$ cat config.mk
export PLATFORM = sky130hd
export DESIGN_NAME = vram_arbiter
export DESIGN_NICKNAME = d
export VERILOG_FILES = /design/src/rtl/vram_arbiter.sv
export SDC_FILE = /design/constraint.sdc
export NUM_CORES = 1
export LEC_CHECK = 0
export BUFFER_PORTS_ARGS = -buffer_cell sky130_fd_sc_hd__buf_2
export CAP_MARGIN = 20
export CORE_MARGIN = 2
export CORE_UTILIZATION = 34
export CTS_CLUSTER_DIAMETER = 60
export DETAILED_ROUTE_END_ITERATION = 7
export GPL_ROUTABILITY_DRIVEN = 1
export PLACE_DENSITY_LB_ADDON = 0.12
export RECOVER_POWER = 50
export SLEW_MARGIN = 20
export SYNTH_ARGS = -nofsm -noshare
export SYNTH_HDL_FRONTEND = slang
export SYNTH_SLANG_ARGS = --single-unit
$ cat constraint.sdc
create_clock -name clk -period 2.2 [get_ports clk]
set_input_delay 0.11 -clock clk [delete_from_list [all_inputs] [get_ports clk]]
set_output_delay 0.11 -clock clk [all_outputs]
set_load 0.02 [all_outputs]
$ cat src/rtl/vram_arbiter.sv
// Single-port VRAM arbiter: fixed tile/attribute fetch slots per 8-pixel cell
// for the raster, with the CPU taking every other free cycle via req/ack.
module vram_arbiter #(
    parameter int unsigned       ADDR_W    = 11,
    parameter int unsigned       DATA_W    = 8,
    parameter logic [2:0]        TILE_SLOT = 3'd0,
    parameter logic [2:0]        ATTR_SLOT = 3'd4,
    parameter logic [ADDR_W-1:0] ATTR_BASE = 'h400
) (
    input  logic              clk,
    input  logic              reset_n,
    input  logic [8:0]        hpos,
    input  logic [8:0]        vpos,
    input  logic              display_on,
    input  logic              cpu_req,
    input  logic              cpu_we,
    input  logic [ADDR_W-1:0] cpu_addr,
    input  logic [DATA_W-1:0] cpu_wdata,
    output logic              cpu_ack,
    output logic [DATA_W-1:0] cpu_rdata,
    output logic [ADDR_W-1:0] ram_addr,
    output logic              ram_we,
    output logic [DATA_W-1:0] ram_wdata,
    input  logic [DATA_W-1:0] ram_rdata,
    output logic [DATA_W-1:0] tile_data,
    output logic [DATA_W-1:0] attr_data,
    output logic              tile_valid,
    output logic              attr_valid
);

    typedef enum logic [2:0] {IDLE, VID_TILE, VID_ATTR, CPU_RD, CPU_WR} issue_t;

    issue_t            issued, issued_nxt;
    logic              tile_hit, attr_hit, cpu_busy, we_req;
    logic [ADDR_W-1:0] tile_addr, attr_addr;
    logic              unused_pos_msb;

    // The 256-pixel fetch window only uses position bits [7:0].
    assign unused_pos_msb = &{1'b0, hpos[8], vpos[8]};

    assign tile_hit  = display_on && (hpos[2:0] == TILE_SLOT);
    assign attr_hit  = display_on && (hpos[2:0] == ATTR_SLOT);
    assign cpu_busy  = (issued == CPU_RD) || (issued == CPU_WR);
    assign tile_addr = ADDR_W'({vpos[7:3], hpos[7:3]});
    assign attr_addr = ATTR_BASE + ADDR_W'({vpos[7:5], hpos[7:5]});

    always_comb begin
        issued_nxt = IDLE;
        ram_addr   = '0;
        we_req     = 1'b0;
        if (tile_hit) begin
            ram_addr   = tile_addr;
            issued_nxt = VID_TILE;
        end else if (attr_hit) begin
            ram_addr   = attr_addr;
            issued_nxt = VID_ATTR;
        end else if (cpu_req && !cpu_busy) begin
            // Never issue in an ack cycle, so a held req is not serviced twice.
            ram_addr   = cpu_addr;
            we_req     = cpu_we;
            issued_nxt = cpu_we ? CPU_WR : CPU_RD;
        end
    end

    assign ram_we    = we_req & reset_n;
    assign ram_wdata = cpu_wdata;
    assign cpu_ack   = cpu_busy;
    assign cpu_rdata = ram_rdata;

    always_ff @(posedge clk or negedge reset_n) begin
        if (!reset_n) begin
            issued     <= IDLE;
            tile_data  <= '0;
            attr_data  <= '0;
            tile_valid <= 1'b0;
            attr_valid <= 1'b0;
        end else begin
            issued     <= issued_nxt;
            tile_valid <= (issued == VID_TILE);
            attr_valid <= (issued == VID_ATTR);
            if (issued == VID_TILE) tile_data <= ram_rdata;
            if (issued == VID_ATTR) attr_data <= ram_rdata;
        end
    end

endmodule

; ---- Yosys cells after proc, flatten, opt, wreduce, memory -nomap -nowiden
; Index checks and enable logic that the tools add are counted.
[classes]
n_addsub = 1
n_eq_ne = 5
mux = 10
n_bitwise = 1
reduce_logical = 6
[ops]
columns = cell, n
row1 = 11-bit two-way mux, 3
row2 = 3-bit two-way mux, 4
row3 = 11-bit by 6-bit adder with 11-bit output (first input constant), 1
row4 = 3-bit by 2-bit equality test with 1-bit output (second input constant), 2
row5 = 3-bit equality test (second input constant), 2
row6 = 3-bit by 1-bit equality test with 1-bit output (second input constant), 1
row7 = 1-bit logical AND, 3
row8 = 3-bit logical NOT, 1
row9 = 1-bit two-way mux, 3
row10 = 1-bit bitwise AND, 1
row11 = 1-bit logical NOT, 1
row12 = 1-bit logical OR, 1
[totals]
reg_bits = 21
inputBits = 50
out_inout_bits = 47
elab_cells = 28

; ---- Longest topological paths before layout
[logic_depth]
word_depth = 8
mapped_depth = 5
ltp_nobuf = 3

; ---- Worst setup path after synthesis
; Ideal clock, no wire load.
[synth_path]
kind = register to output
from = reg issued[2]
to = out ram_we
arrival_ns = 1.316
required_time_ns = 2.090
slack_ns = 0.774
stages_incl_launch_ff = 5
path_buffers = 1
cell_sequence = dfrtp_1 or3b_1 nand3_2 buf_6 nor3_1
[synth_between]
elab_chain_len = 8
elab_cells_between_ends = 9
classes_between = eq/ne (2) / mux (3) / bitwise (1) / reduce/logical (3)
[synth_lines]
columns = item, line
row1 = from (decl), 33  ; issue_t issued, issued_nxt;
row2 = from (signal assigned), 78  ; issued <= issued_nxt;
row3 = 3-bit by 2-bit equality test with 1-bit output / 3-bit equality test (equally long branches), 43  ; assign cpu_busy = (issued == CPU_RD) || (issued == CPU_WR);
row4 = 1-bit logical OR (*), 43
row5 = 1-bit logical NOT (*), 57  ; end else if (cpu_req && !cpu_busy) begin
row6 = 1-bit logical AND (*), 57
row7 = 1-bit two-way mux (*), 57
row8 = 1-bit two-way mux (*), 54  ; end else if (attr_hit) begin
row9 = 1-bit two-way mux (*), 51  ; if (tile_hit) begin
row10 = 1-bit bitwise AND (*), 65  ; assign ram_we = we_req & reset_n;
row11 = to (decl), 22  ; output logic ram_we,
; Mark *: on every way between the ends. The rest lies on a longest branch, timed or not.

; ---- Worst setup path in the final report
[layout_path]
from = reg issued[1]
to = out ram_addr[3]
[layout_between]
elab_chain_len = 7
elab_cells_between_ends = 8
classes_between = eq/ne (2) / mux (3) / reduce/logical (3)
[layout_lines]
columns = item, line
row1 = 3-bit by 2-bit equality test with 1-bit output / 3-bit equality test (equally long branches), 43
row2 = 1-bit logical OR (*), 43
row3 = 1-bit logical NOT (*), 57
row4 = 1-bit logical AND (*), 57
row5 = 11-bit two-way mux (*), 57
row6 = 11-bit two-way mux (*), 54
row7 = 11-bit two-way mux (*), 51
row8 = to (decl), 21  ; output logic [ADDR_W-1:0] ram_addr,
; Marked as above.

==> results.json <==
{
  "worst_hold_slack_ns": 0.0632,
  "cts_inserted_buffers": 3,
  "yosys_warnings": 0,
  "rrSetupSlack_ns": 0.67,
  "setup-violations-final": 0,
  "relSlewSlack_pct": 49.3,
  "synth-seq-cells": 21,
  "max-cap-violations": 0,
  "design.portCount": 97,
  "finalCriticalPeriod_ns": 1.85,
  "crit_family": "simple AND/OR/NAND/NOR gates",
  "area_growth_syn_to_layout_pct": 24.5,
  "crit_path_max_fanout": 12,
  "crit_buf_inv": 1,
  "antenna_found_initial": 0,
  "drt_iter0_markers": 20,
  "start_util_pct": 35.7,
  "die_height_um": 63.7,
  "clkLatencyLatePin_ns": 0.29,
  "grt_pass1_vias": 990,
  "grt_pass1_wl_mm": 4.19,
  "hold_viol": 0,
  "grt_max_degree": 24,
  "gpl.final_weighted_congestion": 0.694,
  "multi_input_area_um2": 488,
  "ir_drop_v": 0.000267,
  "ant_nets": 0,
  "seq_area_frac_synth_pct": 43.4,
  "cts_root_buffer": "clkbuf_4",
  "clock_skew_ns": 0.00399,
  "utilization_pct": 44.4,
  "htree_levels": 1,
  "drive_above_1_share_pct": 52.4,
  "vias": 999,
  "yosys-top-cells-area": "dfrtp_1 (43%), mux2_2 (15%), buf_4 (9.9%)",
  "wl_per_cell_um": 11.9,
  "clockBufferDepth": 2,
  "via_per_inst": 4.67,
  "fmax_mhz": 542,
  "postSynthAreaPerCell_um2": 11.2,
  "yosysTopAreaCell": "dfrtp_1",
  "async_flop_share_pct": 100,
  "criticalPathCategory": "reg2out",
  "outcome": "completed",
  "cp_cell_sequence": "or3b_1 -> nand3_2 -> o22ai_1 -> buf_2",
  "synth_cell_types": 20,
  "yosysMostFrequentCell": "dfrtp_1",
  "r2r_end": "tile_data[4]",
  "reg2reg_depth": 3,
  "die_w_um": 63.7,
  "synthesis.nets": 158,
  "firstDrtPassIters": 4,
  "path_clk_slew_ns": 0.11,
  "die-area_um2": 4050,
  "tightestPinTransition_ns": 0.760,
  "critPathSlowestCell": "or3b_1",
  "startpoint_type": "flop",
  "fin_nets": 219,
  "netlist_instances": 108,
  "post_cts_buffers": 0,
  "synth-edff-count": 0,
  "tns_ns": 0,
  "period_share_pct": 83.9,
  "power_density_nw_per_um2": 780,
  "finalMaxSlewViolations": 0,
  "antenna_cells": 0,
  "hold_class": "in2reg",
  "cts_hold_buf": 2,
  "drt_wl_total_mm": 2.55,
  "netlist_area_um2": 1210,
  "synth.top_cell.area_share_pct": 43.4,
  "cts_tree": "done",
  "reg2reg_from": "issued[1]",
  "gr-total-overflow": 0,
  "cp.arrival_ns": 1.74,
  "grt_usage_pct": 13.0,
  "drc": 0,
  "slowest_delay_ns": 0.44,
  "num_rows": 21,
  "port_buffers": 75,
  "hpwl_mm": 2.04,
  "cp.required_ns": 2.09,
  "endpoint_kind": "output port",
  "holdPathStages": 2,
  "synth-main-ff-cell": "dfrtp_1",
  "coreArea_um2": 3390,
  "cts_resized": 0,
  "min_from": "ram_rdata[1]",
  "p_leak_nw": 0.780,
  "grt_setup_unrepaired": "no",
  "hold_end": "attr_data[1]",
  "n_fill_cell": 336,
  "netlist_top_cells_count": "dfrtp_1 (21), buf_4 (16), mux2_2 (16), nand2_1 (12), o22ai_1 (7)",
  "seqCellArea_um2": 526,
  "numClockSinks": 21
}
metal layers:
layer / track usage, % / vias to the layer above / routed length [um]
met5: 0 / - / 0
met4: 6.52 / 0 / 62
met3: 2.32 / 12 / 224
met2: 24.2 / 52 / 1270
met1: 13.8 / 456 / 992
li1: - / 479 / -
through the flow:
stage	instances	area, um^2	worst slack [ns]	total power, mW
final	214	1510	0.353	1.17
after global routing	214	1510	0.236	1.26
after CTS	214	1530	0.327	1.20
after detailed placement	208	1480	0.598	1.02
after global placement	208	1480	0.629	1.01
after floorplan	108	1210	0.774	0.870
cell usage in the layout (no fill, tap or decap):
cell,netlist,routed
inv_1,6,6
nor3_1,1,1
dlygate4sd3_1,0,2
o22ai_1,7,7
nand3_2,1,1
nand4_1,1,1
mux2i_1,6,6
clkbuf_4,0,3
nor3b_2,0,2
dfrtp_1,21,21
buf_2,3,62
clkbuf_1,0,16
o21ai_0,2,2
o32ai_2,4,4
nand2_1,12,12
nand3_1,1,1
mux2_2,16,16
nor2_1,2,2
or3b_1,2,2
nand3b_1,1,1
registers in the layout, indices dropped and copies added (netlist names):
register / count
attr_data: 8
tile_valid: 1
attr_valid: 1
issued: 3
tile_data: 8
report_power, final:
| group | switching [mW] | internal (mW) | total, mW |
|---|---|---|---|
| Clock | 0.106 | 0.0705 | 0.176 |
| Sequential | 0.0441 | 0.480 | 0.524 |
| Combinational | 0.281 | 0.194 | 0.474 |
worst max-delay path by stage:
stage	from	to	slack (ns)	depth (start not counted)
2_1_floorplan	issued[2]	ram_we	0.77	4
3_3_place_gp	display_on	ram_addr[10]	0.63	5
3_5_place_dp	display_on	ram_addr[10]	0.60	5
4_1_cts	issued[1]	ram_addr[8]	0.33	4
5_1_grt	issued[1]	ram_addr[0]	0.24	4
6_report	issued[1]	ram_addr[3]	0.35	4
logic make-up (layout without fill, tap and decap cells):
group	count (synthesis)	in the layout	share of synthesized area, %
buffers and inverters	29	89	17.1
AO/OA/AOI/OAI	13	13	9.82
multiplexers	22	22	19.9
flip-flops	21	21	43.4
AND/OR/NAND/NOR	23	23	9.82
layout make-up:
type / count / area share, %
flip-flops and latches: 21 / 34.9
inverters: 6 / 1.50
multi-input cells: 58 / 32.4
clock buffers: 4 / 1.74
repair buffers: 79 / 25.7
well taps: 46 / 3.82
worst register-to-register path: stages (launching register included):
cell      delay [ns]
dfrtp_1         0.42
nor3b_2         0.17
clkbuf_1        0.43
mux2_2          0.40
Power figures use the tool's default switching activity.
